--- src/rtl/id_decode_pipe_if.sv ---
// Handshake and payload bundle for the decode stage.
// The slave side is the decode stage itself; the master side is the
// surrounding pipeline: the IF/ID register, the EX stage and the hazard source.
interface id_decode_pipe_if #(
    parameter int XLEN    = 32,
    parameter int RADDR_W = 5,
    parameter int CNT_W   = 16
);
    logic                in_valid;
    logic                in_ready;
    logic [31:0]         inst;
    logic [XLEN-1:0]     pc;
    logic                flush;
    logic                ex_mem_read;
    logic [RADDR_W-1:0]  ex_rd;
    logic                out_valid;
    logic                out_ready;
    logic [12:0]         out_controls;
    logic [1:0]          out_inst_size;
    logic                out_is_signed;
    logic [XLEN-1:0]     out_imm;
    logic [XLEN-1:0]     out_branch;
    logic [XLEN-1:0]     out_pc;
    logic [RADDR_W-1:0]  out_rs1;
    logic [RADDR_W-1:0]  out_rs2;
    logic [RADDR_W-1:0]  out_rd;
    logic [CNT_W-1:0]    stall_count;

    modport master (
        output in_valid, inst, pc, flush, ex_mem_read, ex_rd, out_ready,
        input  in_ready, out_valid, out_controls, out_inst_size, out_is_signed,
               out_imm, out_branch, out_pc, out_rs1, out_rs2, out_rd, stall_count
    );

    modport slave (
        input  in_valid, inst, pc, flush, ex_mem_read, ex_rd, out_ready,
        output in_ready, out_valid, out_controls, out_inst_size, out_is_signed,
               out_imm, out_branch, out_pc, out_rs1, out_rs2, out_rd, stall_count
    );
endinterface

--- src/rtl/id_decode_pipe.sv ---
// Decode stage of the 32I core with an ID/EX output register.
// Instruction decode (control word and immediate) is combinational from inst
// and is captured into the ID/EX register when the stage accepts.
// Load-use hazards hold the input and insert a bubble; a flush from EX kills
// the held instruction and refuses the incoming one.
//
// out_controls = {mem_read, mem_write, alu_src_a, alu_src_b,
//                 mem_to_reg[1:0], alu_op[3:0], reg_write, jump[1:0]}
//   alu_op    : 0 ADD, 1 SUB, 2 SLL, 3 SLT, 4 SLTU, 5 XOR, 6 SRL, 7 SRA,
//               8 OR, 9 AND, 10 pass operand B
//   mem_to_reg: 0 ALU result, 1 load data, 2 pc+4
//   jump      : 0 none, 1 JAL, 2 JALR
//   alu_src_a : 1 selects pc (AUIPC, JAL); alu_src_b: 1 selects the immediate
module id_decode_pipe #(
    parameter int XLEN    = 32,
    parameter int RADDR_W = 5,
    parameter int CNT_W   = 16
) (
    input  logic           clk,
    input  logic           reset,
    id_decode_pipe_if.slave bus
);

    localparam logic [6:0] OPC_LOAD   = 7'b0000011;
    localparam logic [6:0] OPC_OP_IMM = 7'b0010011;
    localparam logic [6:0] OPC_AUIPC  = 7'b0010111;
    localparam logic [6:0] OPC_STORE  = 7'b0100011;
    localparam logic [6:0] OPC_OP     = 7'b0110011;
    localparam logic [6:0] OPC_LUI    = 7'b0110111;
    localparam logic [6:0] OPC_BRANCH = 7'b1100011;
    localparam logic [6:0] OPC_JALR   = 7'b1100111;
    localparam logic [6:0] OPC_JAL    = 7'b1101111;

    localparam logic [3:0] ALU_ADD   = 4'd0;
    localparam logic [3:0] ALU_SUB   = 4'd1;
    localparam logic [3:0] ALU_SLL   = 4'd2;
    localparam logic [3:0] ALU_SLT   = 4'd3;
    localparam logic [3:0] ALU_SLTU  = 4'd4;
    localparam logic [3:0] ALU_XOR   = 4'd5;
    localparam logic [3:0] ALU_SRL   = 4'd6;
    localparam logic [3:0] ALU_SRA   = 4'd7;
    localparam logic [3:0] ALU_OR    = 4'd8;
    localparam logic [3:0] ALU_AND   = 4'd9;
    localparam logic [3:0] ALU_PASSB = 4'd10;

    // ALU operation for register and immediate arithmetic; SUB exists only
    // for the register form, bit 30 picks SRA over SRL in both forms.
    function automatic logic [3:0] arith_alu(input logic [2:0] f3,
                                             input logic b30,
                                             input logic is_reg);
        logic [3:0] op;
        op = ALU_ADD;
        case (f3)
            3'b000:  op = (is_reg && b30) ? ALU_SUB : ALU_ADD;
            3'b001:  op = ALU_SLL;
            3'b010:  op = ALU_SLT;
            3'b011:  op = ALU_SLTU;
            3'b100:  op = ALU_XOR;
            3'b101:  op = b30 ? ALU_SRA : ALU_SRL;
            3'b110:  op = ALU_OR;
            default: op = ALU_AND;
        endcase
        return op;
    endfunction

    // Control word for one instruction; unknown opcodes decode to all zeros.
    function automatic logic [12:0] ctrl_of(input logic [31:0] ins);
        logic       mr, mw, asrc, bsrc, rw;
        logic [1:0] m2r, jmp;
        logic [3:0] alu;
        mr = 1'b0; mw = 1'b0; asrc = 1'b0; bsrc = 1'b0; rw = 1'b0;
        m2r = 2'd0; jmp = 2'd0; alu = ALU_ADD;
        case (ins[6:0])
            OPC_OP:     begin rw = 1'b1; alu = arith_alu(ins[14:12], ins[30], 1'b1); end
            OPC_OP_IMM: begin rw = 1'b1; bsrc = 1'b1; alu = arith_alu(ins[14:12], ins[30], 1'b0); end
            OPC_LOAD:   begin mr = 1'b1; bsrc = 1'b1; m2r = 2'd1; rw = 1'b1; end
            OPC_STORE:  begin mw = 1'b1; bsrc = 1'b1; end
            OPC_BRANCH: begin
                case (ins[14:13])
                    2'b10:   alu = ALU_SLT;
                    2'b11:   alu = ALU_SLTU;
                    default: alu = ALU_SUB;
                endcase
            end
            OPC_LUI:    begin bsrc = 1'b1; rw = 1'b1; alu = ALU_PASSB; end
            OPC_AUIPC:  begin asrc = 1'b1; bsrc = 1'b1; rw = 1'b1; end
            OPC_JAL:    begin asrc = 1'b1; rw = 1'b1; m2r = 2'd2; jmp = 2'd1; end
            OPC_JALR:   begin bsrc = 1'b1; rw = 1'b1; m2r = 2'd2; jmp = 2'd2; end
            default:    ;
        endcase
        return {mr, mw, asrc, bsrc, m2r, alu, rw, jmp};
    endfunction

    // Sign-extended immediate for every format; formats without one give 0.
    function automatic logic signed [31:0] imm_of(input logic [31:0] ins);
        logic signed [31:0] v;
        v = '0;
        case (ins[6:0])
            OPC_OP_IMM, OPC_LOAD, OPC_JALR:
                v = {{20{ins[31]}}, ins[31:20]};
            OPC_STORE:
                v = {{20{ins[31]}}, ins[31:25], ins[11:7]};
            OPC_BRANCH:
                v = {{19{ins[31]}}, ins[31], ins[7], ins[30:25], ins[11:8], 1'b0};
            OPC_LUI, OPC_AUIPC:
                v = {ins[31:12], 12'b0};
            OPC_JAL:
                v = {{11{ins[31]}}, ins[31], ins[19:12], ins[20], ins[30:21], 1'b0};
            default:
                v = '0;
        endcase
        return v;
    endfunction

    logic [6:0]          opcode;
    logic [12:0]         dec_ctrl;
    logic [1:0]          dec_size;
    logic                dec_signed;
    logic signed [31:0]  dec_sext;
    logic [XLEN-1:0]     dec_imm_x;
    logic [XLEN-1:0]     dec_imm;
    logic [XLEN-1:0]     dec_branch;
    logic [RADDR_W-1:0]  dec_rs1, dec_rs2, dec_rd;
    logic                is_shift_imm, is_mem;
    logic                uses_rs1, uses_rs2;
    logic                hazard, advance, accept;

    logic                valid_q, valid_d;
    logic [12:0]         ctrl_q, ctrl_d;
    logic [1:0]          size_q, size_d;
    logic                signed_q, signed_d;
    logic [XLEN-1:0]     imm_q, imm_d;
    logic [XLEN-1:0]     branch_q, branch_d;
    logic [XLEN-1:0]     pc_q, pc_d;
    logic [RADDR_W-1:0]  rs1_q, rs1_d;
    logic [RADDR_W-1:0]  rs2_q, rs2_d;
    logic [RADDR_W-1:0]  rd_q, rd_d;
    logic [CNT_W-1:0]    cnt_q, cnt_d;

    assign opcode       = bus.inst[6:0];
    assign dec_ctrl     = ctrl_of(bus.inst);
    assign is_mem       = (opcode == OPC_LOAD) || (opcode == OPC_STORE);
    assign dec_size     = is_mem ? bus.inst[13:12] : 2'd0;
    assign dec_signed   = (opcode == OPC_LOAD) && !bus.inst[14];
    assign dec_sext     = imm_of(bus.inst);
    assign dec_imm_x    = XLEN'(dec_sext);
    // Shift-immediates carry a shamt in the immediate field, not a signed value.
    assign is_shift_imm = (opcode == OPC_OP_IMM) && (bus.inst[13:12] == 2'b01);
    assign dec_imm      = is_shift_imm ? XLEN'(bus.inst[24:20]) : dec_imm_x;
    assign dec_branch   = bus.pc + dec_imm_x;
    assign dec_rs1      = RADDR_W'(bus.inst[19:15]);
    assign dec_rs2      = RADDR_W'(bus.inst[24:20]);
    assign dec_rd       = RADDR_W'(bus.inst[11:7]);

    assign uses_rs1 = !((opcode == OPC_LUI) || (opcode == OPC_AUIPC) || (opcode == OPC_JAL));
    assign uses_rs2 = (opcode == OPC_OP) || (opcode == OPC_STORE) || (opcode == OPC_BRANCH);

    // in_valid gates the hazard so an idle or undefined inst cannot stall.
    assign hazard  = bus.in_valid && bus.ex_mem_read && (bus.ex_rd != '0) &&
                     ((uses_rs1 && (dec_rs1 == bus.ex_rd)) ||
                      (uses_rs2 && (dec_rs2 == bus.ex_rd)));
    assign advance = !valid_q || bus.out_ready;
    assign accept  = bus.in_valid && bus.in_ready;

    assign bus.in_ready      = advance && !hazard && !bus.flush;
    assign bus.out_valid     = valid_q;
    assign bus.out_controls  = ctrl_q;
    assign bus.out_inst_size = size_q;
    assign bus.out_is_signed = signed_q;
    assign bus.out_imm       = imm_q;
    assign bus.out_branch    = branch_q;
    assign bus.out_pc        = pc_q;
    assign bus.out_rs1       = rs1_q;
    assign bus.out_rs2       = rs2_q;
    assign bus.out_rd        = rd_q;
    assign bus.stall_count   = cnt_q;

    // ID/EX next state: flush kills, accept loads, advance bubbles, else hold.
    always_comb begin
        valid_d  = valid_q;
        ctrl_d   = ctrl_q;
        size_d   = size_q;
        signed_d = signed_q;
        imm_d    = imm_q;
        branch_d = branch_q;
        pc_d     = pc_q;
        rs1_d    = rs1_q;
        rs2_d    = rs2_q;
        rd_d     = rd_q;
        cnt_d    = cnt_q;
        if (bus.flush) begin
            valid_d = 1'b0;
        end else if (accept) begin
            valid_d  = 1'b1;
            ctrl_d   = dec_ctrl;
            size_d   = dec_size;
            signed_d = dec_signed;
            imm_d    = dec_imm;
            branch_d = dec_branch;
            pc_d     = bus.pc;
            rs1_d    = dec_rs1;
            rs2_d    = dec_rs2;
            rd_d     = dec_rd;
        end else if (advance) begin
            valid_d = 1'b0;
        end
        if (hazard && advance && !bus.flush && (cnt_q != {CNT_W{1'b1}})) begin
            cnt_d = cnt_q + CNT_W'(1);
        end
    end

    // ID/EX register and stall counter; reset clears everything at once.
    always_ff @(posedge clk or negedge reset) begin
        if (!reset) begin
            valid_q  <= 1'b0;
            ctrl_q   <= '0;
            size_q   <= '0;
            signed_q <= 1'b0;
            imm_q    <= '0;
            branch_q <= '0;
            pc_q     <= '0;
            rs1_q    <= '0;
            rs2_q    <= '0;
            rd_q     <= '0;
            cnt_q    <= '0;
        end else begin
            valid_q  <= valid_d;
            ctrl_q   <= ctrl_d;
            size_q   <= size_d;
            signed_q <= signed_d;
            imm_q    <= imm_d;
            branch_q <= branch_d;
            pc_q     <= pc_d;
            rs1_q    <= rs1_d;
            rs2_q    <= rs2_d;
            rd_q     <= rd_d;
            cnt_q    <= cnt_d;
        end
    end

endmodule
--- src/flat_wrapper.sv ---
// flat-port wrapper written by rule: the top's interface ports become plain ports
module id_decode_pipe_flat 
#(
    parameter int XLEN    = 32,
    parameter int RADDR_W = 5,
    parameter int CNT_W   = 16
)
  (clk, reset, bus_in_valid, bus_inst, bus_pc, bus_flush, bus_ex_mem_read, bus_ex_rd, bus_out_ready, bus_in_ready, bus_out_valid, bus_out_controls, bus_out_inst_size, bus_out_is_signed, bus_out_imm, bus_out_branch, bus_out_pc, bus_out_rs1, bus_out_rs2, bus_out_rd, bus_stall_count);
  id_decode_pipe_if #(.XLEN(XLEN), .RADDR_W(RADDR_W), .CNT_W(CNT_W)) bus_i ();
  input  logic clk;
  input  logic reset;
  input wire logic [$bits(bus_i.in_valid)-1:0] bus_in_valid;
  input wire logic [$bits(bus_i.inst)-1:0] bus_inst;
  input wire logic [$bits(bus_i.pc)-1:0] bus_pc;
  input wire logic [$bits(bus_i.flush)-1:0] bus_flush;
  input wire logic [$bits(bus_i.ex_mem_read)-1:0] bus_ex_mem_read;
  input wire logic [$bits(bus_i.ex_rd)-1:0] bus_ex_rd;
  input wire logic [$bits(bus_i.out_ready)-1:0] bus_out_ready;
  output wire logic [$bits(bus_i.in_ready)-1:0] bus_in_ready;
  output wire logic [$bits(bus_i.out_valid)-1:0] bus_out_valid;
  output wire logic [$bits(bus_i.out_controls)-1:0] bus_out_controls;
  output wire logic [$bits(bus_i.out_inst_size)-1:0] bus_out_inst_size;
  output wire logic [$bits(bus_i.out_is_signed)-1:0] bus_out_is_signed;
  output wire logic [$bits(bus_i.out_imm)-1:0] bus_out_imm;
  output wire logic [$bits(bus_i.out_branch)-1:0] bus_out_branch;
  output wire logic [$bits(bus_i.out_pc)-1:0] bus_out_pc;
  output wire logic [$bits(bus_i.out_rs1)-1:0] bus_out_rs1;
  output wire logic [$bits(bus_i.out_rs2)-1:0] bus_out_rs2;
  output wire logic [$bits(bus_i.out_rd)-1:0] bus_out_rd;
  output wire logic [$bits(bus_i.stall_count)-1:0] bus_stall_count;
  assign bus_i.in_valid = bus_in_valid;
  assign bus_i.inst = bus_inst;
  assign bus_i.pc = bus_pc;
  assign bus_i.flush = bus_flush;
  assign bus_i.ex_mem_read = bus_ex_mem_read;
  assign bus_i.ex_rd = bus_ex_rd;
  assign bus_i.out_ready = bus_out_ready;
  assign bus_in_ready = bus_i.in_ready;
  assign bus_out_valid = bus_i.out_valid;
  assign bus_out_controls = bus_i.out_controls;
  assign bus_out_inst_size = bus_i.out_inst_size;
  assign bus_out_is_signed = bus_i.out_is_signed;
  assign bus_out_imm = bus_i.out_imm;
  assign bus_out_branch = bus_i.out_branch;
  assign bus_out_pc = bus_i.out_pc;
  assign bus_out_rs1 = bus_i.out_rs1;
  assign bus_out_rs2 = bus_i.out_rs2;
  assign bus_out_rd = bus_i.out_rd;
  assign bus_stall_count = bus_i.stall_count;
  id_decode_pipe #(.XLEN(XLEN), .RADDR_W(RADDR_W), .CNT_W(CNT_W)) u_core (.clk(clk), .reset(reset), .bus(bus_i));
endmodule
--- config.mk ---
export PLATFORM = sky130hd
export DESIGN_NAME = id_decode_pipe_flat
export DESIGN_NICKNAME = d
export VERILOG_FILES = /design/src/rtl/id_decode_pipe_if.sv /design/src/rtl/id_decode_pipe.sv /design/src/flat_wrapper.sv
export SDC_FILE = /design/constraint.sdc
export NUM_CORES = 1
export LEC_CHECK = 0
export BUFFER_PORTS_ARGS = -buffer_cell sky130_fd_sc_hd__buf_4
export CORE_UTILIZATION = 48
export DETAILED_ROUTE_END_ITERATION = 8
export GPL_ROUTABILITY_DRIVEN = 0
export PLACE_DENSITY = 0.77
export SYNTH_ARGS = -nofsm -noshare
export SYNTH_HDL_FRONTEND = slang
export SYNTH_SLANG_ARGS = --single-unit
--- constraint.sdc ---
create_clock -name clk -period 2 [get_ports clk]
set_input_delay 0.4 -clock clk [delete_from_list [all_inputs] [get_ports clk]]
set_output_delay 0.4 -clock clk [all_outputs]
set_load 0.01 [all_outputs]
==> results of run 1 <==
logic make-up after synthesis:
group	synth area share
buf+inv	0.04246
xor+xnor	0.05384
fa+ha+maj	0.05168
mux	0.07753
simple gates	0.1655
compound gates	0.1691
flops	0.4399
stage by stage:
step / setup TNS (ns) / setup WS (ns)
CTS: -93.15 / -0.9177
detailed placement: -100.04 / -1.490
global placement: -92.28 / -1.417
floorplan: -48.25 / -1.461
Yosys cell counts (3+ instances only):
cell                       count
sky130_fd_sc_hd__nor3_2        3
sky130_fd_sc_hd__a31oi_1       5
sky130_fd_sc_hd__o21bai_1      3
sky130_fd_sc_hd__or2_2         3
sky130_fd_sc_hd__a211oi_1     17
sky130_fd_sc_hd__nor2b_1       6
sky130_fd_sc_hd__nand2_1     128
sky130_fd_sc_hd__o21ai_1       3
sky130_fd_sc_hd__nand3_1      30
sky130_fd_sc_hd__dfrtp_1     143
sky130_fd_sc_hd__nor3b_1       3
sky130_fd_sc_hd__o31ai_1      12
sky130_fd_sc_hd__a21o_1       26
sky130_fd_sc_hd__clkbuf_1     30
sky130_fd_sc_hd__inv_1        23
sky130_fd_sc_hd__and3_1        4
sky130_fd_sc_hd__a21oi_1      57
sky130_fd_sc_hd__buf_6         9
sky130_fd_sc_hd__nor3_1       17
sky130_fd_sc_hd__xor2_1       28
sky130_fd_sc_hd__o211ai_1      3
sky130_fd_sc_hd__mux2_1       55
sky130_fd_sc_hd__nand4_1       8
sky130_fd_sc_hd__xnor2_1      22
sky130_fd_sc_hd__o21a_1        5
sky130_fd_sc_hd__a22o_1        3
sky130_fd_sc_hd__nor4_1        4
sky130_fd_sc_hd__and2_1        9
sky130_fd_sc_hd__buf_2         6
sky130_fd_sc_hd__nand4b_1      3
sky130_fd_sc_hd__ha_1         32
sky130_fd_sc_hd__nand2b_1      9
sky130_fd_sc_hd__nor2_1       34
sky130_fd_sc_hd__o21ai_0      62
metal layers:
layer / global-route usage / GRT overflow
met4: 0.7822 / 53
met1: 0.7130 / 0
met2: 0.9474 / 48
met3: 0.5037 / 0
met5: 0.09722 / 0
timing repair:
item,CTS
hold endpoints to repair,40
hold buffers,1
cloned,25
setup buffers,55
resized for setup,289
setup endpoints to repair,135
pin swaps,101
==> tab_implementation.tex, run 1 <==
\begin{tabular}{lr}
\hline
Metric & Value \\
\hline
\multicolumn{2}{l}{\textbf{Yosys}} \\
\quad Fraction of registers with async set/reset & 1.000 \\
\quad Count of distinct cell types in the synthesized netlist & 65 \\
\quad Most instantiated flip-flop cell in the synthesis netlist & sky130\_fd\_sc\_hd\_\_dfrtp\_1 \\
\quad EDFF count, synth & 0 \\
\quad Fraction of post-synthesis cell area in the top cell type by area & 0.4399 \\
\quad Post-synthesis net count & 953 \\
\quad Post-synthesis cell type with the largest combined area & sky130\_fd\_sc\_hd\_\_dfrtp\_1 \\
\quad Synthesis Warnings & 0 \\
\quad Mean Syn Cell Area & 9.626 sq um \\
\quad Count of mapped cells out of synthesis & 845 \\
\quad Post-Synthesis Cell Area & 0.008134 sq mm \\
\quad Synth Register Bits & 143 \\
\quad Dominant cells by area after synthesis & sky130\_fd\_sc\_hd\_\_dfrtp\_1 (44\%), sky130\_fd\_sc\_hd\_\_mux2\_1 (7.6\%), sky130\_fd\_sc\_hd\_\_nand2\_1 (5.9\%) \\
\quad Part of the Yosys area used for sequential elements & 0.4399 \\
\multicolumn{2}{l}{\textbf{Clocking}} \\
\quad Clk buf depth & 2 \\
\quad Root buf cell & sky130\_fd\_sc\_hd\_\_clkbuf\_16 \\
\quad H-tree level count & 4 \\
\quad Clock buffers created by TritonCTS & 17 \\
\quad Sink Count & 143 \\
\multicolumn{2}{l}{\textbf{Placement}} \\
\quad Count of buffers from port buffering & 219 \\
\quad Estimated wirelength of the detail-placed design & 20450 um \\
\quad Area after detailed placement & 0.01171 sq mm \\
\quad Cell total after placement & 1427 \\
\multicolumn{2}{l}{\textbf{Floorplan}} \\
\quad Initial core utilization & 0.4905 \\
\quad Die Wd & 132.2 um \\
\quad Row Count & 47 \\
\quad Total I/O pin count & 220 \\
\quad Die height & 132.2 um \\
\multicolumn{2}{l}{\textbf{Run status}} \\
\quad Result of the run & aborted with a tool error \\
\quad Error text reported by the tool & [ERROR GRT-0232] Routing congestion too high. Check the congestion heatmap in the GUI. \\
\quad Stage at which the run stopped & global routing (5\_1\_grt) \\
\multicolumn{2}{l}{\textbf{Timing}} \\
\quad Endpoint with the least setup slack after the last global-route repair & u\_core.bus.out\_branch[28]\$\_DFFE\_PN0P\_/D \\
\quad WEP type & sequential cell input \\
\multicolumn{2}{l}{\textbf{Global routing}} \\
\quad Largest net degree at the start of global routing & 44 \\
\quad Overall routing resource usage & 0.7247 \\
\quad Leftover overflow at the end of global routing & 101 \\
\hline
\end{tabular}
==> run 2, diff against run 1 <==
--- a/config.mk
+++ b/config.mk
@@ -6,10 +6,10 @@
 export NUM_CORES = 1
 export LEC_CHECK = 0
 export BUFFER_PORTS_ARGS = -buffer_cell sky130_fd_sc_hd__buf_4
-export CORE_UTILIZATION = 48
+export CORE_UTILIZATION = 40
 export DETAILED_ROUTE_END_ITERATION = 8
 export GPL_ROUTABILITY_DRIVEN = 0
-export PLACE_DENSITY = 0.77
+export PLACE_DENSITY_LB_ADDON = 0.15
 export SYNTH_ARGS = -nofsm -noshare
 export SYNTH_HDL_FRONTEND = slang
 export SYNTH_SLANG_ARGS = --single-unit
==> constraint.sdc (replaced) <==
create_clock -name clk -period 2.6 [get_ports clk]
set_input_delay 0.52 -clock clk [delete_from_list [all_inputs] [get_ports clk]]
set_output_delay 0.52 -clock clk [all_outputs]
set_load 0.01 [all_outputs]
==> run 2 against run 1 <==
Net effect:
- the flow now finishes, with violations (setup timing)
- synthesized area stayed put
- synthesized cell count stayed put
==> tab_implementation.tex, run 2 <==
\begin{tabular}{lr}
\hline
Metric & Value \\
\hline
\multicolumn{2}{l}{\textbf{Routing}} \\
\quad Final ANT Viol Nets & 0 \\
\quad Drt via density & 5.208 \\
\quad Wire length per cell after detailed routing & 18.00 um \\
\quad Routed wire length & 27640 um \\
\quad Router iterations before antenna repair & 5 \\
\quad Starting DRT DRC Count & 405 \\
\quad Via count of the routed design & 7995 \\
\quad DRC viols & 0 \\
\multicolumn{2}{l}{\textbf{Placement}} \\
\quad Count of buffers from port buffering & 219 (unchanged) \\
\quad Area after detailed placement & 0.01135 sq mm (-3.1\%) \\
\quad Estimated wirelength of the detail-placed design & 19640 um (-4.0\%) \\
\multicolumn{2}{l}{\textbf{Setup path}} \\
\quad Max FO, Critical Path & 3 \\
\quad CP arrival & 3.50 ns \\
\quad Flop2flop setup slack & 0.51 ns \\
\quad Worst setup EP type & flip-flop \\
\quad Worst Path Class, Setup & input port to flip-flop \\
\quad Category of the worst setup path launch point & input port \\
\quad Required @ worst endpoint & 2.93 ns \\
\multicolumn{2}{l}{\textbf{Yosys}} \\
\quad Synthesized-area fraction occupied by adder cells & 0.05168 (unchanged) \\
\quad EDFF count, synth & 0 (unchanged) \\
\quad Fraction of registers with async set/reset & 1.000 (unchanged) \\
\quad Post-synthesis net count & 953 (unchanged) \\
\quad Count of distinct cell types in the synthesized netlist & 65 (unchanged) \\
\quad Count of mapped cells out of synthesis & 845 (unchanged) \\
\quad Mean Syn Cell Area & 9.626 sq um (unchanged) \\
\quad Synthesis Warnings & 0 (unchanged) \\
\quad Part of the Yosys area used for sequential elements & 0.4399 (unchanged) \\
\quad Most instantiated flip-flop cell in the synthesis netlist & sky130\_fd\_sc\_hd\_\_dfrtp\_1 \\
\quad Fraction of synthesized cell area in xor and xnor cells & 0.05384 (unchanged) \\
\quad Dominant cells by area after synthesis & sky130\_fd\_sc\_hd\_\_dfrtp\_1 (44\%), sky130\_fd\_sc\_hd\_\_mux2\_1 (7.6\%), sky130\_fd\_sc\_hd\_\_nand2\_1 (5.9\%) \\
\quad Synth top cells by count & sky130\_fd\_sc\_hd\_\_dfrtp\_1 (143), sky130\_fd\_sc\_hd\_\_nand2\_1 (128), sky130\_fd\_sc\_hd\_\_o21ai\_0 (62) \\
\quad Synth Register Bits & 143 (unchanged) \\
\quad Combinational family with the most area after synthesis & compound AO/OA/AOI/OAI gates \\
\quad Post-synthesis cell type with the largest combined area & sky130\_fd\_sc\_hd\_\_dfrtp\_1 \\
\quad Post-Synthesis Cell Area & 0.008134 sq mm (unchanged) \\
\quad Share of the synthesized area in compound gates (AO/OA/AOI/OAI) & 0.1691 (unchanged) \\
\quad Cell with the most instances after synthesis & sky130\_fd\_sc\_hd\_\_dfrtp\_1 \\
\quad Fraction of the mapped netlist area in simple logic gates & 0.1655 (unchanged) \\
\quad Fraction of post-synthesis cell area in the top cell type by area & 0.4399 (unchanged) \\
\quad Multiplexer share of the synthesized area & 0.07753 (unchanged) \\
\multicolumn{2}{l}{\textbf{Floorplan}} \\
\quad Area enclosed by the die boundary & 0.02091 sq mm \\
\quad Row Count & 51 (+8.5\%) \\
\quad Initial core utilization & 0.4125 (-0.07797) \\
\quad Die Wd & 144.6 um (+9.4\%) \\
\quad Die height & 144.6 um (+9.4\%) \\
\quad Core area & 0.01972 sq mm \\
\quad Total I/O pin count & 220 (unchanged) \\
\multicolumn{2}{l}{\textbf{Timing}} \\
\quad Time the worst path needs with I/O delays and setup & 3.177 ns \\
\quad Post-route clock period utilization & 1.222 \\
\quad Final Max Slew Viols & 0 \\
\quad Final hold violation count & 0 \\
\quad Max Freq & 314.8 MHz \\
\quad Relative slew slack & 0.5608 \\
\quad Finish-stage setup viols & 26 \\
\quad Fin Clk Skew & 0.007451 ns \\
\quad Worst Tran Pin Value & 0.6588 ns \\
\quad RSZ-0062 raised after global routing & yes \\
\quad Final worst setup slack & -0.5767 ns \\
\multicolumn{2}{l}{\textbf{Power and ir drop}} \\
\quad Worst supply voltage drop on vdd & 0.4442 mV \\
\quad Sequential group share of total power & 0.386 \\
\quad Power density normalized to cell area & 510.2 mW/mm\^{}2 \\
\quad Leak Pwr & 6.471 nW \\
\quad Switching share of power & 0.2986 \\
\quad Net Switching & 2.027 mW \\
\quad Combinational fraction of design power & 0.239 \\
\quad Portion of total power attributed to the clock network & 0.375 \\
\quad Cell Int Power & 4.762 mW \\
\multicolumn{2}{l}{\textbf{Cells and area}} \\
\quad Finished Cell Area & 0.01331 sq mm \\
\quad Most common library cell in the layout ignoring fill and taps & sky130\_fd\_sc\_hd\_\_buf\_4 \\
\quad Layout Nets & 1365 \\
\quad Synthesis-to-finish area growth & 63.61\% \\
\quad Fraction of layout instances using a drive strength above 1 & 0.4992 \\
\quad Ant. Diodes & 0 \\
\quad Final Util & 0.6749 \\
\quad Most used cells in the layout excluding fill and tap cells & sky130\_fd\_sc\_hd\_\_buf\_4 (393), sky130\_fd\_sc\_hd\_\_dfrtp\_1 (143), sky130\_fd\_sc\_hd\_\_nand2\_1 (115) \\
\multicolumn{2}{l}{\textbf{Global routing}} \\
\quad Leftover overflow at the end of global routing & 0 \\
\quad Overall routing resource usage & 0.2566 \\
\quad Number of global-route vias before repair & 7552 \\
\quad Number of antenna violations at the first check in global routing & 0 \\
\quad Largest net degree at the start of global routing & 67 \\
\quad First-pass GRT wire length & 40250 um \\
\multicolumn{2}{l}{\textbf{Clocking}} \\
\quad Clock buffers created by TritonCTS & 17 (unchanged) \\
\quad Clk buf depth & 2 (unchanged) \\
\quad Hold buffer count at cts & 0 (-1) \\
\quad Worst-skew pair later-pin latency & 0.43 ns \\
\quad Clock transition time at the flip-flop clock pins of the worst setup and hold paths & 0.06 ns \\
\quad H-tree level count & 4 (unchanged) \\
\quad Clock tree from TritonCTS & built \\
\quad Root buf cell & sky130\_fd\_sc\_hd\_\_clkbuf\_16 \\
\quad Sink Count & 143 (unchanged) \\
\multicolumn{2}{l}{\textbf{Min path}} \\
\quad Worst min-delay path class & input port to asynchronous set/reset pin \\
\multicolumn{2}{l}{\textbf{Run status}} \\
\quad Violated checks & setup timing \\
\quad Result of the run & finished, violations left \\
\multicolumn{2}{l}{\textbf{Job}} \\
\quad Number of maximum-capacitance constraint violations & 0 \\
\hline
\end{tabular}
==> run 2: cell counts after synthesis <==
No cell type changed its count.
==> run 2: cell type report <==
cell class              count  area, sq um
fillers                  1577         6410
multi-input cells         631         5146
flip-flops and latches    143         3578
repair buffers            441         3566
clock buffers              17        425.4
well taps                 265        331.6
clock inverters            15        173.9
inverters                  23        86.33
==> run 2: worst paths after layout <==
check	start	endpoint	cells past startpoint
setup / recovery	bus_inst[1]	u_core.bus.out_branch[26]$_DFFE_PN0P_	19
hold / removal	reset	u_core.bus.out_pc[17]$_DFFE_PN0P_	1
setup reg to reg	u_core.bus.stall_count[6]$_DFFE_PN0P_	u_core.bus.stall_count[1]$_DFFE_PN0P_	7
hold reg to reg	u_core.bus.out_imm[17]$_DFFE_PN0P_	u_core.bus.out_imm[17]$_DFFE_PN0P_	2
max in group asynchronous	reset	u_core.bus.out_pc[0]$_DFFE_PN0P_	2
min in group clk	bus_flush	u_core.bus.out_valid$_DFFE_PN0P_	2
==> run 2: timing repair <==
action | 4_1_cts | 5_1_grt
setup endpoints to repair | 28 | 34
gates resized for setup | 111 | 126
pin swaps | 49 | 61
cloned | 0 | 0
setup buffers | 20 | 23
==> run 2: metrics by stage <==
stage          power (mW)  TNS [ns]  cells  hold slack (ns)  setup WS, ns
2_1_floorplan       3.240    -14.01    845           0.2244       -0.9838
4_1_cts             6.762    -7.692   1515          0.09733       -0.4950
3_3_place_gp        4.090    -46.77   1463           0.4612        -1.164
6_report            6.789    -7.807   1535          0.08077       -0.5767
5_1_grt             7.085    -10.29   1535           0.1227       -0.7030
3_5_place_dp        4.114    -50.16   1463           0.4670        -1.240
==> run 2: cells by family after synthesis <==
group	after synthesis
and+or+nand+nor	277
AOI/OAI and AO/OA	215
DFF	143
buffers and inverters	71
muxes	56
xor gates and xnor gates	50
adders and majority gates	33
==> run 2: per-layer routing <==
metal	routed length, um	GRT usage
met5	0	0
met4	579	0.09529
met3	1523	0.05596
met2	13570	0.4109
met1	11970	0.3387
==> run 2: worst max-delay path: stages <==
cell	delay, ns
sky130_fd_sc_hd__buf_8	0.08
sky130_fd_sc_hd__nand2_4	0.04
sky130_fd_sc_hd__or2_4	0.22
sky130_fd_sc_hd__or3_4	0.35
sky130_fd_sc_hd__o21ai_2	0.15
sky130_fd_sc_hd__a32o_2	0.20
sky130_fd_sc_hd__ha_4	0.15
sky130_fd_sc_hd__inv_2	0.03
sky130_fd_sc_hd__fa_2	0.36
sky130_fd_sc_hd__nor2b_4	0.13
sky130_fd_sc_hd__o31a_1	0.21
sky130_fd_sc_hd__o21ai_2	0.11
sky130_fd_sc_hd__nand3_2	0.11
sky130_fd_sc_hd__o21ai_4	0.09
sky130_fd_sc_hd__buf_6	0.15
sky130_fd_sc_hd__buf_6	0.12
sky130_fd_sc_hd__a21oi_4	0.15
sky130_fd_sc_hd__nor3_2	0.06
sky130_fd_sc_hd__o31ai_1	0.27
==> run 2: power groups by stage <==
stage               Sequential [mW]  Combinational [mW]  Clock [mW]
floorplan                      2.76               0.477           0
global placement               2.65                1.44           0
detailed placement             2.66                1.45           0
CTS                            2.62                1.54        2.60
global route                   2.65                1.76        2.67
finish                         2.62                1.62        2.54
Note: power is estimated with default switching activity, not from simulation.
==> run 3, diff against run 2 <==
--- a/config.mk
+++ b/config.mk
@@ -6,10 +6,11 @@
 export NUM_CORES = 1
 export LEC_CHECK = 0
 export BUFFER_PORTS_ARGS = -buffer_cell sky130_fd_sc_hd__buf_4
-export CORE_UTILIZATION = 40
+export CORE_UTILIZATION = 43
 export DETAILED_ROUTE_END_ITERATION = 8
 export GPL_ROUTABILITY_DRIVEN = 0
 export PLACE_DENSITY_LB_ADDON = 0.15
+export SLEW_MARGIN = 20
 export SYNTH_ARGS = -nofsm -noshare
 export SYNTH_HDL_FRONTEND = slang
 export SYNTH_SLANG_ARGS = --single-unit
==> run 3 against run 2 <==
Net effect:
- the flow still finishes with violations (setup timing)
- first-iteration DRC count fell by 2.0%
- flip-flop and latch count is the same
- total power is 2.2% higher
- final cell count down 2.0%
- core utilization rose by 5.0 points
- worst setup slack got worse by 0.029 ns
- clock power rose by 6%
- sequential share of layout area up 0.12 points
- register-to-register slack got worse by 0.07 ns
==> tab_implementation.tex, run 3 (synthesis gave the netlist of run 2 again) <==
\begin{tabular}{lr}
\hline
Metric & Value \\
\hline
\multicolumn{2}{l}{\textbf{Global routing}} \\
\quad Number of global-route vias before repair & 7962 (+5.4\%) \\
\quad First-pass GRT wire length & 41260 um (+2.5\%) \\
\quad Leftover overflow at the end of global routing & 0 (unchanged) \\
\quad Overall routing resource usage & 0.2748 (+0.01823) \\
\quad Largest net degree at the start of global routing & 63 (-6.0\%) \\
\quad Number of antenna violations at the first check in global routing & 0 (unchanged) \\
\multicolumn{2}{l}{\textbf{Timing}} \\
\quad Final worst setup slack & -0.6060 ns (-0.02925 ns) \\
\quad Finish-stage setup viols & 25 (-3.8\%) \\
\quad Max Freq & 311.9 MHz (-0.91\%) \\
\quad RSZ-0062 raised after global routing & yes \\
\quad Final Max Slew Viols & 0 (unchanged) \\
\quad Worst Tran Pin Value & 0.4059 ns (-0.2529 ns) \\
\quad Relative slew slack & 0.7294 (+0.1686) \\
\quad Fin Clk Skew & 0.006702 ns (-0.0007493 ns) \\
\quad Time the worst path needs with I/O delays and setup & 3.206 ns (+0.02925 ns) \\
\quad Final hold violation count & 0 (unchanged) \\
\quad Post-route clock period utilization & 1.233 (+0.01125) \\
\multicolumn{2}{l}{\textbf{Clocking}} \\
\quad Clk buf depth & 2 (unchanged) \\
\quad Worst-skew pair later-pin latency & 0.43 ns (about the same) \\
\quad Root buf cell & sky130\_fd\_sc\_hd\_\_clkbuf\_16 \\
\quad Clock buffers created by TritonCTS & 17 (unchanged) \\
\quad H-tree level count & 4 (unchanged) \\
\quad Clock tree from TritonCTS & built \\
\quad Clock transition time at the flip-flop clock pins of the worst setup and hold paths & 0.07 ns (about the same) \\
\quad Sink Count & 143 (unchanged) \\
\multicolumn{2}{l}{\textbf{Setup path}} \\
\quad Worst Path Class, Setup & input port to flip-flop \\
\quad Depth of the most critical reg-to-reg path & 7 (unchanged) \\
\quad Required @ worst endpoint & 2.97 ns (+0.04 ns) \\
\quad Category of the worst setup path launch point & input port \\
\quad Worst setup EP type & flip-flop \\
\quad CP arrival & 3.58 ns (+0.08 ns) \\
\quad Max FO, Critical Path & 5 (+2) \\
\multicolumn{2}{l}{\textbf{Routing}} \\
\quad Routed wire length & 27780 um (+0.52\%) \\
\quad Wire length per cell after detailed routing & 18.46 um (+2.5\%) \\
\quad Drt via density & 5.424 (+4.1\%) \\
\quad DRC viols & 0 (unchanged) \\
\quad Via count of the routed design & 8163 (+2.1\%) \\
\quad Router iterations before antenna repair & 7 (+2) \\
\quad Starting DRT DRC Count & 397 (-2.0\%) \\
\quad Final ANT Viol Nets & 0 (unchanged) \\
\multicolumn{2}{l}{\textbf{Floorplan}} \\
\quad Die Wd & 139.5 um (-3.5\%) \\
\quad Row Count & 49 (-3.9\%) \\
\quad Initial core utilization & 0.4452 (+0.03269) \\
\quad Die height & 139.5 um (-3.5\%) \\
\quad Total I/O pin count & 220 (unchanged) \\
\quad Area enclosed by the die boundary & 0.01947 sq mm (-6.9\%) \\
\quad Core area & 0.01827 sq mm (-7.3\%) \\
\multicolumn{2}{l}{\textbf{Min path}} \\
\quad Number of cells on the worst hold path & 2 \\
\quad Worst min-delay path class & input port to flip-flop \\
\multicolumn{2}{l}{\textbf{Placement}} \\
\quad Pre-CTS WS & -1.136 ns (+0.1040 ns) \\
\quad Estimated wirelength of the detail-placed design & 19470 um (-0.89\%) \\
\quad Count of buffers from port buffering & 219 (unchanged) \\
\multicolumn{2}{l}{\textbf{Job}} \\
\quad Number of maximum-capacitance constraint violations & 0 (unchanged) \\
\multicolumn{2}{l}{\textbf{Cells and area}} \\
\quad Synthesis-to-finish area growth & 62.88\% \\
\quad Final Util & 0.7252 (+0.05026) \\
\quad Most common library cell in the layout ignoring fill and taps & sky130\_fd\_sc\_hd\_\_buf\_4 \\
\quad Ant. Diodes & 0 (unchanged) \\
\quad Most used cells in the layout excluding fill and tap cells & sky130\_fd\_sc\_hd\_\_buf\_4 (401), sky130\_fd\_sc\_hd\_\_dfrtp\_1 (143), sky130\_fd\_sc\_hd\_\_nand2\_1 (116) \\
\quad Fraction of layout instances using a drive strength above 1 & 0.4914 (-0.007833) \\
\quad Layout Nets & 1371 (+0.44\%) \\
\multicolumn{2}{l}{\textbf{Power and ir drop}} \\
\quad Overall power consumption & 6.942 mW (+2.2\%) \\
\quad Worst supply voltage drop on vdd & 0.4773 mV (+7.5\%) \\
\quad Leak Pwr & 6.488 nW (+0.26\%) \\
\quad Power density normalized to cell area & 523.9 mW/mm\^{}2 (+2.7\%) \\
\multicolumn{2}{l}{\textbf{Run status}} \\
\quad Violated checks & setup timing \\
\quad Result of the run & finished, violations left \\
\hline
\end{tabular}
## run 3: stage by stage
stage          hold slack, ns  setup TNS (ns)  instance area, sq um  cells
2_1_floorplan          0.2244          -14.01                  8213    845
4_1_cts                0.2786          -5.760                 12800   1488
3_5_place_dp           0.4584          -34.51                 11340   1429
3_3_place_gp           0.4591          -31.90                 11340   1429
6_report               0.2814          -8.424                 13250   1505
5_1_grt                0.2885          -10.89                 13250   1505
## run 3: repair_timing
| item | in CTS | in global routing |
|---|---|---|
| buffers inserted | 27 | 20 |
| endpoints found under the hold margin | 1 | 0 |
| pin swaps | 69 | 54 |
| hold buffers | 1 | 0 |
| endpoints found under the setup margin | 25 | 27 |
| gates resized for setup | 153 | 63 |
## run 3: power by group
part / switching (mW) / total (mW) / internal [mW] / leakage (nW)
clock network: 1.08 / 2.70 / 1.62 / 0.296
registers: 0.150 / 2.62 / 2.47 / 1.82
logic: 0.774 / 1.62 / 0.841 / 4.37
total: 2.00 / 6.94 / 4.94 / 6.49
## run 3: critical path: stages
cell,delay (ns)
sky130_fd_sc_hd__buf_8,0.10
sky130_fd_sc_hd__buf_12,0.12
sky130_fd_sc_hd__buf_12,0.12
sky130_fd_sc_hd__nand4b_1,0.21
sky130_fd_sc_hd__a21oi_4,0.30
sky130_fd_sc_hd__buf_6,0.16
sky130_fd_sc_hd__buf_6,0.10
sky130_fd_sc_hd__a21oi_4,0.06
sky130_fd_sc_hd__inv_2,0.08
sky130_fd_sc_hd__ha_4,0.16
sky130_fd_sc_hd__nand4_1,0.28
sky130_fd_sc_hd__nor4_2,0.35
sky130_fd_sc_hd__buf_4,0.19
sky130_fd_sc_hd__o21ai_4,0.06
sky130_fd_sc_hd__a2111o_1,0.38
sky130_fd_sc_hd__a211o_1,0.30
sky130_fd_sc_hd__nand3_1,0.08
## run 3: final timing paths
check | to | slack [ns] | startpoint
min | u_core.bus.out_valid$_DFFE_PN0P_ | 0.28 | bus_flush
max reg2reg | u_core.bus.stall_count[1]$_DFFE_PN0P_ | 0.44 | u_core.bus.stall_count[6]$_DFFE_PN0P_
min reg2reg | u_core.bus.out_imm[30]$_DFFE_PN0P_ | 0.48 | u_core.bus.out_imm[30]$_DFFE_PN0P_
max | u_core.bus.out_branch[28]$_DFFE_PN0P_ | -0.61 | bus_inst[4]
min in group asynchronous | u_core.bus.out_branch[12]$_DFFE_PN0P_ | 0.57 | reset
max in group asynchronous | u_core.bus.out_imm[21]$_DFFE_PN0P_ | 1.39 | reset
## run 3: final cells by class
type,count,area (sq um)
repair buffers,447,3613
well taps,229,286.5
multi-input cells,631,5050
flip-flops and latches,143,3578
inverters,23,86.33
clock inverters,14,205.2
fillers,1292,5021
clock buffers,18,429.2
## run 3: routing by layer
metal,share of wire,GRT usage,routed length (um)
met1,0.41,0.3420,11440
met2,0.49,0.4642,13720
met3,0.061,0.06538,1704
met4,0.033,0.1018,911
met5,0,0,0
==> run 4, diff against run 3 <==
--- a/config.mk
+++ b/config.mk
@@ -6,7 +6,7 @@
 export NUM_CORES = 1
 export LEC_CHECK = 0
 export BUFFER_PORTS_ARGS = -buffer_cell sky130_fd_sc_hd__buf_4
-export CORE_UTILIZATION = 43
+export CORE_UTILIZATION = 53
 export DETAILED_ROUTE_END_ITERATION = 8
 export GPL_ROUTABILITY_DRIVEN = 0
 export PLACE_DENSITY_LB_ADDON = 0.15
==> constraint.sdc (replaced) <==
create_clock -name clk -period 3.2 [get_ports clk]
set_input_delay 0.64 -clock clk [delete_from_list [all_inputs] [get_ports clk]]
set_output_delay 0.64 -clock clk [all_outputs]
set_load 0.01 [all_outputs]
==> run 4 against run 3 <==
Net effect:
- the run still ends with setup timing left
- critical path depth unchanged
- global-route usage up 4.2 points
- clock power is 23% lower
- worst setup slack improved by 0.54 ns
- clock-buffer cell count is 1 lower
- wire length shrank 9.6%
- register-to-register slack improved by 0.47 ns
- flip-flop and latch count did not move
- die area fell by 19%
- total power is 22% lower
- largest power group is now sequential cells
- highest routed layer unchanged
==> tab_implementation.tex, run 4 (synthesis gave the netlist of run 2 again) <==
\begin{tabular}{lr}
\hline
Metric & Value \\
\hline
\multicolumn{2}{l}{\textbf{Power and ir drop}} \\
\quad Leak Pwr & 5.963 nW (-8.1\%) \\
\quad Worst supply voltage drop on vdd & 0.3941 mV (-17\%) \\
\quad Power density normalized to cell area & 451.6 mW/mm\^{}2 (-14\%) \\
\quad Overall power consumption & 5.389 mW (-22\%) \\
\multicolumn{2}{l}{\textbf{Floorplan}} \\
\quad Core area & 0.01475 sq mm (-19\%) \\
\quad Die height & 125.9 um (-9.8\%) \\
\quad Die Wd & 125.9 um (-9.8\%) \\
\quad Total I/O pin count & 220 (unchanged) \\
\quad Row Count & 44 (-10\%) \\
\quad Area enclosed by the die boundary & 0.01585 sq mm (-19\%) \\
\quad Initial core utilization & 0.5513 (+0.1061) \\
\multicolumn{2}{l}{\textbf{Global routing}} \\
\quad Leftover overflow at the end of global routing & 0 (unchanged) \\
\quad Number of antenna violations at the first check in global routing & 0 (unchanged) \\
\quad Largest net degree at the start of global routing & 80 (+27\%) \\
\quad First-pass GRT wire length & 39110 um (-5.2\%) \\
\quad Overall routing resource usage & 0.3169 (+0.04205) \\
\quad Number of global-route vias before repair & 7766 (-2.5\%) \\
\multicolumn{2}{l}{\textbf{Routing}} \\
\quad Wire length per cell after detailed routing & 18.14 um (-1.7\%) \\
\quad Router iterations before antenna repair & 6 (-1) \\
\quad DRC viols & 0 (unchanged) \\
\quad Via count of the routed design & 7837 (-4.0\%) \\
\quad Starting DRT DRC Count & 547 (+38\%) \\
\quad Routed wire length & 25110 um (-9.6\%) \\
\quad Final ANT Viol Nets & 0 (unchanged) \\
\quad Drt via density & 5.663 (+4.4\%) \\
\multicolumn{2}{l}{\textbf{Cells and area}} \\
\quad Final Util & 0.8087 (+0.08351) \\
\quad Ant. Diodes & 0 (unchanged) \\
\quad Synthesis-to-finish area growth & 46.68\% \\
\quad Most common library cell in the layout ignoring fill and taps & sky130\_fd\_sc\_hd\_\_buf\_4 \\
\quad Layout Nets & 1295 (-5.5\%) \\
\quad Fraction of layout instances using a drive strength above 1 & 0.4075 (-0.08388) \\
\quad Finished Cell Area & 0.01193 sq mm (-9.9\%) \\
\quad Most used cells in the layout excluding fill and tap cells & sky130\_fd\_sc\_hd\_\_buf\_4 (363), sky130\_fd\_sc\_hd\_\_dfrtp\_1 (143), sky130\_fd\_sc\_hd\_\_nand2\_1 (124) \\
\multicolumn{2}{l}{\textbf{Clocking}} \\
\quad Sink Count & 143 (unchanged) \\
\quad Worst-skew pair later-pin latency & 0.43 ns (about the same) \\
\quad Clk buf depth & 2 (unchanged) \\
\quad Root buf cell & sky130\_fd\_sc\_hd\_\_clkbuf\_16 \\
\quad H-tree level count & 4 (unchanged) \\
\quad Clock transition time at the flip-flop clock pins of the worst setup and hold paths & 0.07 ns (about the same) \\
\quad Clock tree from TritonCTS & built \\
\quad Clock buffers created by TritonCTS & 17 (unchanged) \\
\quad Hold buffer count at cts & 0 (-1) \\
\multicolumn{2}{l}{\textbf{Setup path}} \\
\quad Launch instance of the worst register-to-register path & u\_core.bus.stall\_count[6]\$\_DFFE\_PN0P\_ \\
\quad Max FO, Critical Path & 3 (-2) \\
\quad Worst setup EP type & flip-flop \\
\quad Setup crit start & bus\_inst[0] \\
\quad Category of the worst setup path launch point & input port \\
\quad CP arrival & 3.63 ns (+0.05 ns) \\
\quad Flop2flop setup slack & 0.91 ns (+0.47 ns) \\
\quad Required @ worst endpoint & 3.57 ns (+0.60 ns) \\
\quad Worst Path Class, Setup & input port to flip-flop \\
\multicolumn{2}{l}{\textbf{Timing}} \\
\quad Fin Clk Skew & 0.005967 ns (-0.0007349 ns) \\
\quad Final Max Slew Viols & 0 (unchanged) \\
\quad Final worst setup slack & -0.06162 ns (+0.5444 ns) \\
\quad Post-route clock period utilization & 1.019 \\
\quad Worst Tran Pin Value & 0.7731 ns (+0.3673 ns) \\
\quad Post-Route Setup TNS & -0.1531 ns (+8.271 ns) \\
\quad RSZ-0062 raised after global routing & yes \\
\quad Final hold violation count & 0 (unchanged) \\
\quad Relative slew slack & 0.4846 (-0.2449) \\
\quad Max Freq & 306.6 MHz \\
\quad Finish-stage setup viols & 4 (-84\%) \\
\quad Time the worst path needs with I/O delays and setup & 3.262 ns \\
\multicolumn{2}{l}{\textbf{Run status}} \\
\quad Violated checks & setup timing \\
\quad Result of the run & finished, violations left \\
\multicolumn{2}{l}{\textbf{Placement}} \\
\quad Estimated wirelength of the detail-placed design & 18560 um (-4.7\%) \\
\quad Area after detailed placement & 0.01088 sq mm (-4.1\%) \\
\quad Pre-CTS WS & -0.6709 ns (+0.4651 ns) \\
\quad Count of buffers from port buffering & 219 (unchanged) \\
\multicolumn{2}{l}{\textbf{Min path}} \\
\quad Worst min-delay path class & input port to asynchronous set/reset pin \\
\multicolumn{2}{l}{\textbf{Job}} \\
\quad Number of maximum-capacitance constraint violations & 0 (unchanged) \\
\hline
\end{tabular}
## run 4: cell types whose count changed in the layout (fill, tap and decap cells not counted), moves of 6 or more
cell                      previous run  this run
sky130_fd_sc_hd__nand2_1           116       124
sky130_fd_sc_hd__ha_1               18        27
sky130_fd_sc_hd__a21oi_1            22        33
sky130_fd_sc_hd__ha_4               13         5
sky130_fd_sc_hd__a21oi_4            13         5
sky130_fd_sc_hd__buf_6              34         4
sky130_fd_sc_hd__o21ai_0            32        54
sky130_fd_sc_hd__o21ai_1            25         6
sky130_fd_sc_hd__buf_12              9         3
sky130_fd_sc_hd__buf_4             401       363
sky130_fd_sc_hd__nand2_2             9         2
## run 4: final timing paths
kind	endpoint	cells after the start
max in group asynchronous	u_core.bus.stall_count[14]$_DFFE_PN0P_	2
hold / removal	u_core.bus.out_pc[11]$_DFFE_PN0P_	1
setup reg to reg	u_core.bus.stall_count[1]$_DFFE_PN0P_	7
min in group clk	u_core.bus.out_valid$_DFFE_PN0P_	2
hold reg to reg	u_core.bus.out_imm[12]$_DFFE_PN0P_	2
setup / recovery	u_core.bus.out_branch[28]$_DFFE_PN0P_	17
## run 4: metrics by stage
step                cells  hold WS (ns)
finish               1384        0.2451
global placement     1338        0.4590
floorplan             845        0.3444
global route         1384        0.3097
detailed placement   1338        0.4669
CTS                  1373        0.2732
## run 4: worst max-delay path, stage by stage
cell                       delay (ns)
sky130_fd_sc_hd__buf_6           0.08
sky130_fd_sc_hd__nand2_4         0.04
sky130_fd_sc_hd__or2_4           0.23
sky130_fd_sc_hd__or3_4           0.34
sky130_fd_sc_hd__o21ai_2         0.13
sky130_fd_sc_hd__a32o_2          0.19
sky130_fd_sc_hd__ha_4            0.15
sky130_fd_sc_hd__inv_2           0.04
sky130_fd_sc_hd__fa_2            0.35
sky130_fd_sc_hd__nor2b_2         0.14
sky130_fd_sc_hd__o31a_1          0.22
sky130_fd_sc_hd__o21ai_2         0.09
sky130_fd_sc_hd__nand3_2         0.12
sky130_fd_sc_hd__o21ai_4         0.08
sky130_fd_sc_hd__a2111o_1        0.41
sky130_fd_sc_hd__a211o_1         0.30
sky130_fd_sc_hd__nand3_1         0.07
## run 4: cell type report
type                            instances  area (sq um)
Clock buffer                           17         425.4
Clock inverter                         15         191.4
Fill cell                             985          2823
Inverter                               23         86.33
Multi-Input combinational cell        631          4574
Sequential cell                       143          3578
Tap cell                              184         230.2
Timing Repair Buffer                  371          2845
## run 4: per-layer routing
metal	vias up	routed length, um	GRT usage	part of all wire
met4	0	705	0.1254	0.028
met2	325	12370	0.5346	0.49
met5	-	0	0	0
met3	54	1694	0.07901	0.067
met1	3779	10330	0.3904	0.41
li1	3679	-	-	-
## run 4: repair_timing
item | in CTS | in global routing
gates resized for setup | 22 | 54
endpoints found under the setup margin | 18 | 19
pin swaps | 5 | 28
buffers inserted | 3 | 12
cloned | 0 | 0
## run 4: power by group
group	switching (mW)	leakage [nW]	total [mW]	internal (mW)
combinational	0.580	3.84	1.18	0.598
clock	0.886	0.305	2.08	1.19
sequential	0.122	1.82	2.13	2.01
total	1.59	5.96	5.39	3.80
